$ cat config.mk
export PLATFORM = sky130hd
export DESIGN_NAME = fetch_sequencer
export DESIGN_NICKNAME = d
export VERILOG_FILES = /design/src/rtl/fetch_sequencer.sv
export SDC_FILE = /design/constraint.sdc
export NUM_CORES = 1
export LEC_CHECK = 0
export ABC_AREA = 1
export CAP_MARGIN = 20
export CORE_UTILIZATION = 50
export DETAILED_ROUTE_END_ITERATION = 7
export DONT_BUFFER_PORTS = 1
export HOLD_SLACK_MARGIN = 0.15
export PLACE_DENSITY_LB_ADDON = 0.1
export REMOVE_ABC_BUFFERS = 1
export SYNTH_ARGS = -nofsm -noshare
export SYNTH_HDL_FRONTEND = slang
export SYNTH_SLANG_ARGS = --single-unit
$ cat constraint.sdc
create_clock -name clk -period 1.3 [get_ports clk]
set_input_delay 0.26 -clock clk [delete_from_list [all_inputs] [get_ports clk]]
set_output_delay 0.26 -clock clk [all_outputs]
set_load 0.05 [all_outputs]
$ cat src/rtl/fetch_sequencer.sv
`default_nettype none
// ============================================================================
// Module   : fetch_sequencer
// Purpose  : PC owner and single-outstanding instruction fetch controller.
//            Drops in-flight responses after a redirect.
// Revision : 1.0 - initial release
// ============================================================================
module fetch_sequencer #(
  parameter int unsigned        ADDR_W    = 32,
  parameter logic [ADDR_W-1:0]  RESET_VEC = '0,
  parameter logic [ADDR_W-1:0]  PC_INC    = ADDR_W'(4)
) (
  input  logic              clk,
  input  logic              reset,
  input  logic              stall,
  input  logic              redirect_valid,
  input  logic [ADDR_W-1:0] redirect_pc,
  output logic              imem_req_valid,
  output logic [ADDR_W-1:0] imem_req_addr,
  input  logic              imem_req_ready,
  input  logic              imem_rsp_valid,
  input  logic [31:0]       imem_rsp_data,
  output logic              inst_valid,
  output logic [31:0]       inst_data,
  output logic [ADDR_W-1:0] inst_pc,
  output logic [ADDR_W-1:0] PC
);

  typedef enum logic [1:0] {
    S_IDLE  = 2'd0,
    S_FETCH = 2'd1,
    S_WAIT  = 2'd2,
    S_DRAIN = 2'd3
  } state_t;

  state_t            r_state;
  state_t            w_state_nxt;
  logic [ADDR_W-1:0] r_pc;
  logic [ADDR_W-1:0] w_pc_nxt;
  logic [ADDR_W-1:0] r_req_pc;
  logic [ADDR_W-1:0] w_req_pc_nxt;
  logic              r_inst_valid;
  logic              w_inst_valid_nxt;
  logic [31:0]       r_inst_data;
  logic [31:0]       w_inst_data_nxt;
  logic [ADDR_W-1:0] r_inst_pc;
  logic [ADDR_W-1:0] w_inst_pc_nxt;

  logic              w_req_valid;
  logic              w_handshake;
  logic              w_rsp_accept;

  assign w_req_valid  = (r_state == S_FETCH) && !stall && !redirect_valid;
  assign w_handshake  = w_req_valid && imem_req_ready;
  // A redirect in the same cycle as the response puts it on the wrong path.
  assign w_rsp_accept = (r_state == S_WAIT) && imem_rsp_valid && !redirect_valid;

  always_comb begin
    w_state_nxt  = r_state;
    w_pc_nxt     = r_pc;
    w_req_pc_nxt = r_req_pc;

    case (r_state)
      S_IDLE: begin
        w_state_nxt = S_FETCH;
      end
      S_FETCH: begin
        if (redirect_valid) begin
          w_pc_nxt = redirect_pc;
        end else if (w_handshake) begin
          w_req_pc_nxt = r_pc;
          w_pc_nxt     = r_pc + PC_INC;
          w_state_nxt  = S_WAIT;
        end
      end
      S_WAIT: begin
        if (redirect_valid) begin
          w_pc_nxt    = redirect_pc;
          w_state_nxt = imem_rsp_valid ? S_FETCH : S_DRAIN;
        end else if (imem_rsp_valid) begin
          w_state_nxt = S_FETCH;
        end
      end
      S_DRAIN: begin
        if (redirect_valid) begin
          w_pc_nxt = redirect_pc;
        end
        if (imem_rsp_valid) begin
          w_state_nxt = S_FETCH;
        end
      end
      default: begin
        w_state_nxt = S_IDLE;
      end
    endcase
  end

  always_comb begin
    w_inst_valid_nxt = r_inst_valid;
    w_inst_data_nxt  = r_inst_data;
    w_inst_pc_nxt    = r_inst_pc;

    if (w_rsp_accept) begin
      w_inst_valid_nxt = 1'b1;
      w_inst_data_nxt  = imem_rsp_data;
      w_inst_pc_nxt    = r_req_pc;
    end else if (!stall || redirect_valid) begin
      w_inst_valid_nxt = 1'b0;
    end
  end

  always_ff @(posedge clk) begin
    if (reset) begin
      r_state      <= S_IDLE;
      r_pc         <= RESET_VEC;
      r_req_pc     <= '0;
      r_inst_valid <= 1'b0;
      r_inst_data  <= '0;
      r_inst_pc    <= '0;
    end else begin
      r_state      <= w_state_nxt;
      r_pc         <= w_pc_nxt;
      r_req_pc     <= w_req_pc_nxt;
      r_inst_valid <= w_inst_valid_nxt;
      r_inst_data  <= w_inst_data_nxt;
      r_inst_pc    <= w_inst_pc_nxt;
    end
  end

  assign imem_req_valid = w_req_valid;
  assign imem_req_addr  = r_pc;
  assign inst_valid     = r_inst_valid;
  assign inst_data      = r_inst_data;
  assign inst_pc        = r_inst_pc;
  assign PC             = r_pc;

endmodule
`default_nettype wire
Word level (Yosys, flattened, before mapping)
Index checks and enable logic that the tools add are counted.
Storage, ports and cells
  register bits after elaboration: 131
  latch bits: 0
  bits in writable memories: 0
  bits in read-only memories: 0
  bits of input ports: 70
  word-level logic and storage cells: 42
  memories kept: 0
Cells by class
  $add $sub $neg: 1
  multipliers: 0
  div/mod/pow operators: 0
  $lt $le $gt $ge: 0
  eq/ne operators: 7
  shift-type cells: 0
  mux-type cells: 12
  bitwise gates (word level): 1
  reductions and logical operators: 15
Operators with widths (number)
  two-way mux 32 bit: 3
  case mux 32 bit (2 select lines): 1
  adder 32 x 3 -> 32 bit, second input constant: 1
  two-way mux 2 bit: 5
  case mux 2 bit (4 select lines): 1
  AND reduction 3 bit: 2
  logical AND 1 bit: 5
  == test 2 bit, second input constant: 2
  != test 2 bit, second input constant: 2
  nonzero test 2 bit: 2
  != test 3 bit, second input constant: 1
  == test 2 x 1 -> 1 bit, second input constant: 1
  zero test 1 bit: 2
  zero test 2 bit: 1
  two-way mux 1 bit: 2
  != test 2 x 1 -> 1 bit, second input constant: 1
  AND reduction 2 bit: 1
  OR reduction 2 bit: 1
  logical OR 1 bit: 1
  NOT 1 bit: 1

Depth between registers and ports, before layout
  depth in word-level cells: 7
  gate-level depth with buffers: 10
  mapped depth without buffers: 10

Worst setup path before layout
OpenSTA, ideal clock, no wires.
  path type: register to register
  start point: reg r_pc[2] (netlist: PC[2])
  end point: reg r_pc[28] (netlist: PC[28])
  library setup time: 132 ps
  data arrival time: 1746 ps
  data required time: 1168 ps
  setup slack: -579 ps
  stages on the path, launching flop included: 11
  buffers on the path: 0
  period minus slack after synthesis: 1879 ps
  cells stage by stage: dfxtp_1 ha_1 nand2_2 nor2_2 nand2_2 nor2_1 nand2_1 nand2_1 nand3_1 nand2_1 a21oi_1
Between the ends
  word-level cells in the longest chain between the ends: 4
RTL lines
  start, declared: RTL line 38  | logic [ADDR_W-1:0] r_pc;
  start signal, assigned: RTL line 122  | r_pc <= w_pc_nxt;
  adder 32 x 3 -> 32 bit: RTL line 72  | w_pc_nxt = r_pc + PC_INC;
  two-way mux 32 bit: RTL line 70  | end else if (w_handshake) begin
  two-way mux 32 bit: RTL line 68  | if (redirect_valid) begin
  case mux 32 bit (2 select lines): RTL line 63  | case (r_state)
Every way passes these cells. The select of a mux whose other input is x is not followed.
A chain may end at the register's enable or synchronous reset.

Final worst setup path
  start point: reg r_pc[17] (netlist: PC[17])
  end point: reg r_pc[24] (netlist: PC[24])
The elaborated chain is that of the path after synthesis.

==> results.sh <==
export IMPL_status="finished, violations left"
export IMPL_violations="design-rule violations, negative setup slack"
export IMPL_path_common_cell="nand2_1"
export IMPL_cts_tree="done"
export IMPL_drt_total_wl_microns=24400
export IMPL_num_rows=39
export IMPL_cp_arrival_ns=1.94
export IMPL_hold_viol=0
export IMPL_synth_seq_area_share_pct=43.8
export IMPL_design_area_sq_um=10200
export IMPL_ctsRootBufferMaster="clkbuf_16"
export IMPL_fill_cells=532
export IMPL_die_h_microns=111
export IMPL_fin_ws_ns=-0.340
export IMPL_layout_min_cycle_time_ns=1.64
export IMPL_cap_violations=0
export IMPL_synthCells=848
export IMPL_drive_gt1_share_pct=43.3
export IMPL_avgSynthCellArea_sq_um=7.07
export IMPL_yosysWarnings=0
export IMPL_internal_power_uw=8260
export IMPL_grt_pass1_wl_microns=32300
export IMPL_cpPeakStageDelay_ns=0.40
export IMPL_synth_common_cells="nor2_1 (143), nand2_1 (140), dfxtp_1 (131), o21ai_0 (119), a21oi_1 (94)"
export IMPL_dr_total_vias=6899
export IMPL_report_final_setup_viol=128
export IMPL_core_area_sq_um=11600
export IMPL_design_die_area_sq_um=12400
export IMPL_grt_util_all_layers_pct=33.2
export IMPL_min_path_type="in -> reg"
export IMPL_clock_skew_ns=0.00740
export IMPL_grt_max_degree=49
export IMPL_tightest_slew_ns=0.287
export IMPL_drv_slew=0
export IMPL_via_per_inst=5.81
export IMPL_final_antenna_net_count=0
export IMPL_critPathLaunchType="flop"
export IMPL_drc=18
export IMPL_cp_slowest_cell="dfxtp_4"
export IMPL_ios=200
export IMPL_cts_max_path_buffers=2
export IMPL_worstHoldPathCells=4
export IMPL_clock_fmax_mhz=610
export IMPL_crit_required_ns=1.61
export IMPL_grt_pass1_vias=6557
export IMPL_crit_family="simple AND/OR/NAND/NOR gates"
export IMPL_power_frac_comb_pct=21.3
export IMPL_cts_buffers=17
export IMPL_synthTopCellsByArea="dfxtp_1 (44%), o21ai_0 (9.9%), nor2_1 (9.0%), nand2_1 (8.8%), a21oi_1 (7.9%)"
export IMPL_power_leakage_uw=0.00399
export IMPL_fin_crit_sh_pct=126
export IMPL_antenna_found_initial=1
export IMPL_synth_seq_cells=131
export IMPL_cp_num_buf_inv=0
export IMPL_first_pass_iters=7
export IMPL_fin_nets=1102
export IMPL_place_area_sq_um=6720
export IMPL_synthFlopType="dfxtp_1"
export IMPL_yosysMostFrequentCell="nor2_1"
export IMPL_worstSkewPairLatency_ns=0.43
export IMPL_power_switching_uw=3510
export IMPL_rsz0062_at_grt="true"
export IMPL_die_w_microns=111
export IMPL_ir_drop_mv=0.883
export IMPL_path_class="reg -> reg"
export IMPL_synth_edf_count=0
export IMPL_synthArstFlopShare_pct=0
export IMPL_slew_headroom_pct=80.7
export IMPL_yosysTopAreaCell="dfxtp_1"
export IMPL_syn_cell_area_sq_um=5990
export IMPL_seq_power_share_pct=37.2
export IMPL_overflow=0
export IMPL_r2r_cells=9
export IMPL_hpwlAfterDp_microns=11200
export IMPL_cellPowerDensity_nw_per_um2=1160
export IMPL_clock_power_share_pct=41.5
export IMPL_cts_sinks=131
export IMPL_timing_setup_tns_ns=-17.58
export IMPL_switching_share_pct=29.8
export IMPL_p_total_uw=11800
export IMPL_ys_types=27
export IMPL_area_delta_synth_final_pct=69.6
export IMPL_yosys_area_top_type_share_pct=43.8
export IMPL_routedWlPerCell_microns=20.6
export IMPL_cp_cell_sequence="nand2_1, nor2_2, nand2_1, nor2_2, nand2_1, nand2_1, nand3_1, nand2_1, a21oi_1"
export IMPL_clk_pin_slew_ns=0.06
export IMPL_critPathCaptureType="flop"
export IMPL_globalplace_congestion=0.866
export IMPL_crit_cells=9
export IMPL_crit_path_max_fanout=4
export IMPL_drt_iter0_drc=669
export IMPL_htreeDepth=4
export IMPL_start_util_pct=51.8
export IMPL_io_buffer_count=0
-- routing by layer --
metal	wire, microns	vias up	GRT usage [%]	share of wire, %
li1	-	3099	-	-
met1	9180	3260	37.7	38
met2	12100	426	58.7	50
met3	1890	114	8.00	7.8
met4	1190	0	15.7	4.9
met5	0	-	0	0
-- metrics by stage --
step / utilization, % / hold slack, ns / setup WS, ns / cells
floorplan: - / 0.329 / -1.22 / 770
global placement: 58.1 / 0.337 / -0.222 / 1039
detailed placement: 58.1 / 0.337 / -0.206 / 1039
CTS: 79.8 / 0.151 / -0.193 / 1165
global route: 87.9 / 0.231 / -0.375 / 1187
finish: 87.9 / 0.213 / -0.340 / 1187
-- power groups by stage --
stage / registers (uW) / logic (uW) / clock network [uW]
finish: 4380 / 2500 / 4880
global route: 4390 / 2600 / 5090
CTS: 4360 / 2120 / 4880
detailed placement: 4390 / 1560 / 0
global placement: 4390 / 1530 / 0
floorplan: 5000 / 474 / 0
-- layout make-up --
class	count	area (sq um)	share of cell area (%)
flip-flops and latches	131	2740	26.9
inverters	62	255	2.51
diodes	1	2.50	0.0246
well taps	143	179	1.76
clock inverters	10	133	1.31
clock buffers	21	460	4.53
multi-input cells	577	3420	33.7
repair buffers	242	2970	29.2
-- placed cells by master (no fill, tap or decap), drive strengths merged, types with 27 or more instances in the layout --
cell / n
clkbuf: 27
nand2: 146
a21oi: 94
nor2: 155
dlygate4sd3: 62
buf: 173
o21ai: 119
inv: 62
nand3: 40
dfxtp: 131
-- worst paths after layout --
| path | startpoint | end | slack (ns) |
|---|---|---|---|
| max | PC[17]$_SDFFE_PP0P_ | PC[24]$_SDFFE_PP0P_ | -0.34 |
| min | redirect_pc[15] | PC[15]$_SDFFE_PP0P_ | 0.21 |
| max reg2reg | PC[17]$_SDFFE_PP0P_ | PC[24]$_SDFFE_PP0P_ | -0.34 |
| min reg2reg | r_req_pc[30]$_SDFFE_PP0P_ | r_req_pc[30]$_SDFFE_PP0P_ | 0.45 |
-- state kept, by name, indices dropped and copies added, names as in the netlist --
name / count
r_req_pc: 32
PC: 32
inst_data: 32
inst_valid: 1
r_state: 2
inst_pc: 32
-- worst reg2reg max path: cells and delay by family (launching register included) --
kind            cells  cell delay, ns
compound gates      1            0.08
simple gates        8            1.04
flops               1            0.40
-- cell families after synthesis --
kind of cell | share of synthesized area (%)
buffers and inverters | 12.0
and+or+nand+nor | 25.4
DFF | 43.8
adders and majority gates | 0.209
AOI/OAI and AO/OA | 18.6
-- repair_timing --
action,4_1_cts,5_1_grt
pin swaps,38,47
cloned,9,6
endpoints found under the setup margin,161,158
gates resized for setup,295,242
hold buffers,64,0
hold endpoints to repair,71,0
buffers inserted,22,19
(Power assumes the default switching activity.)
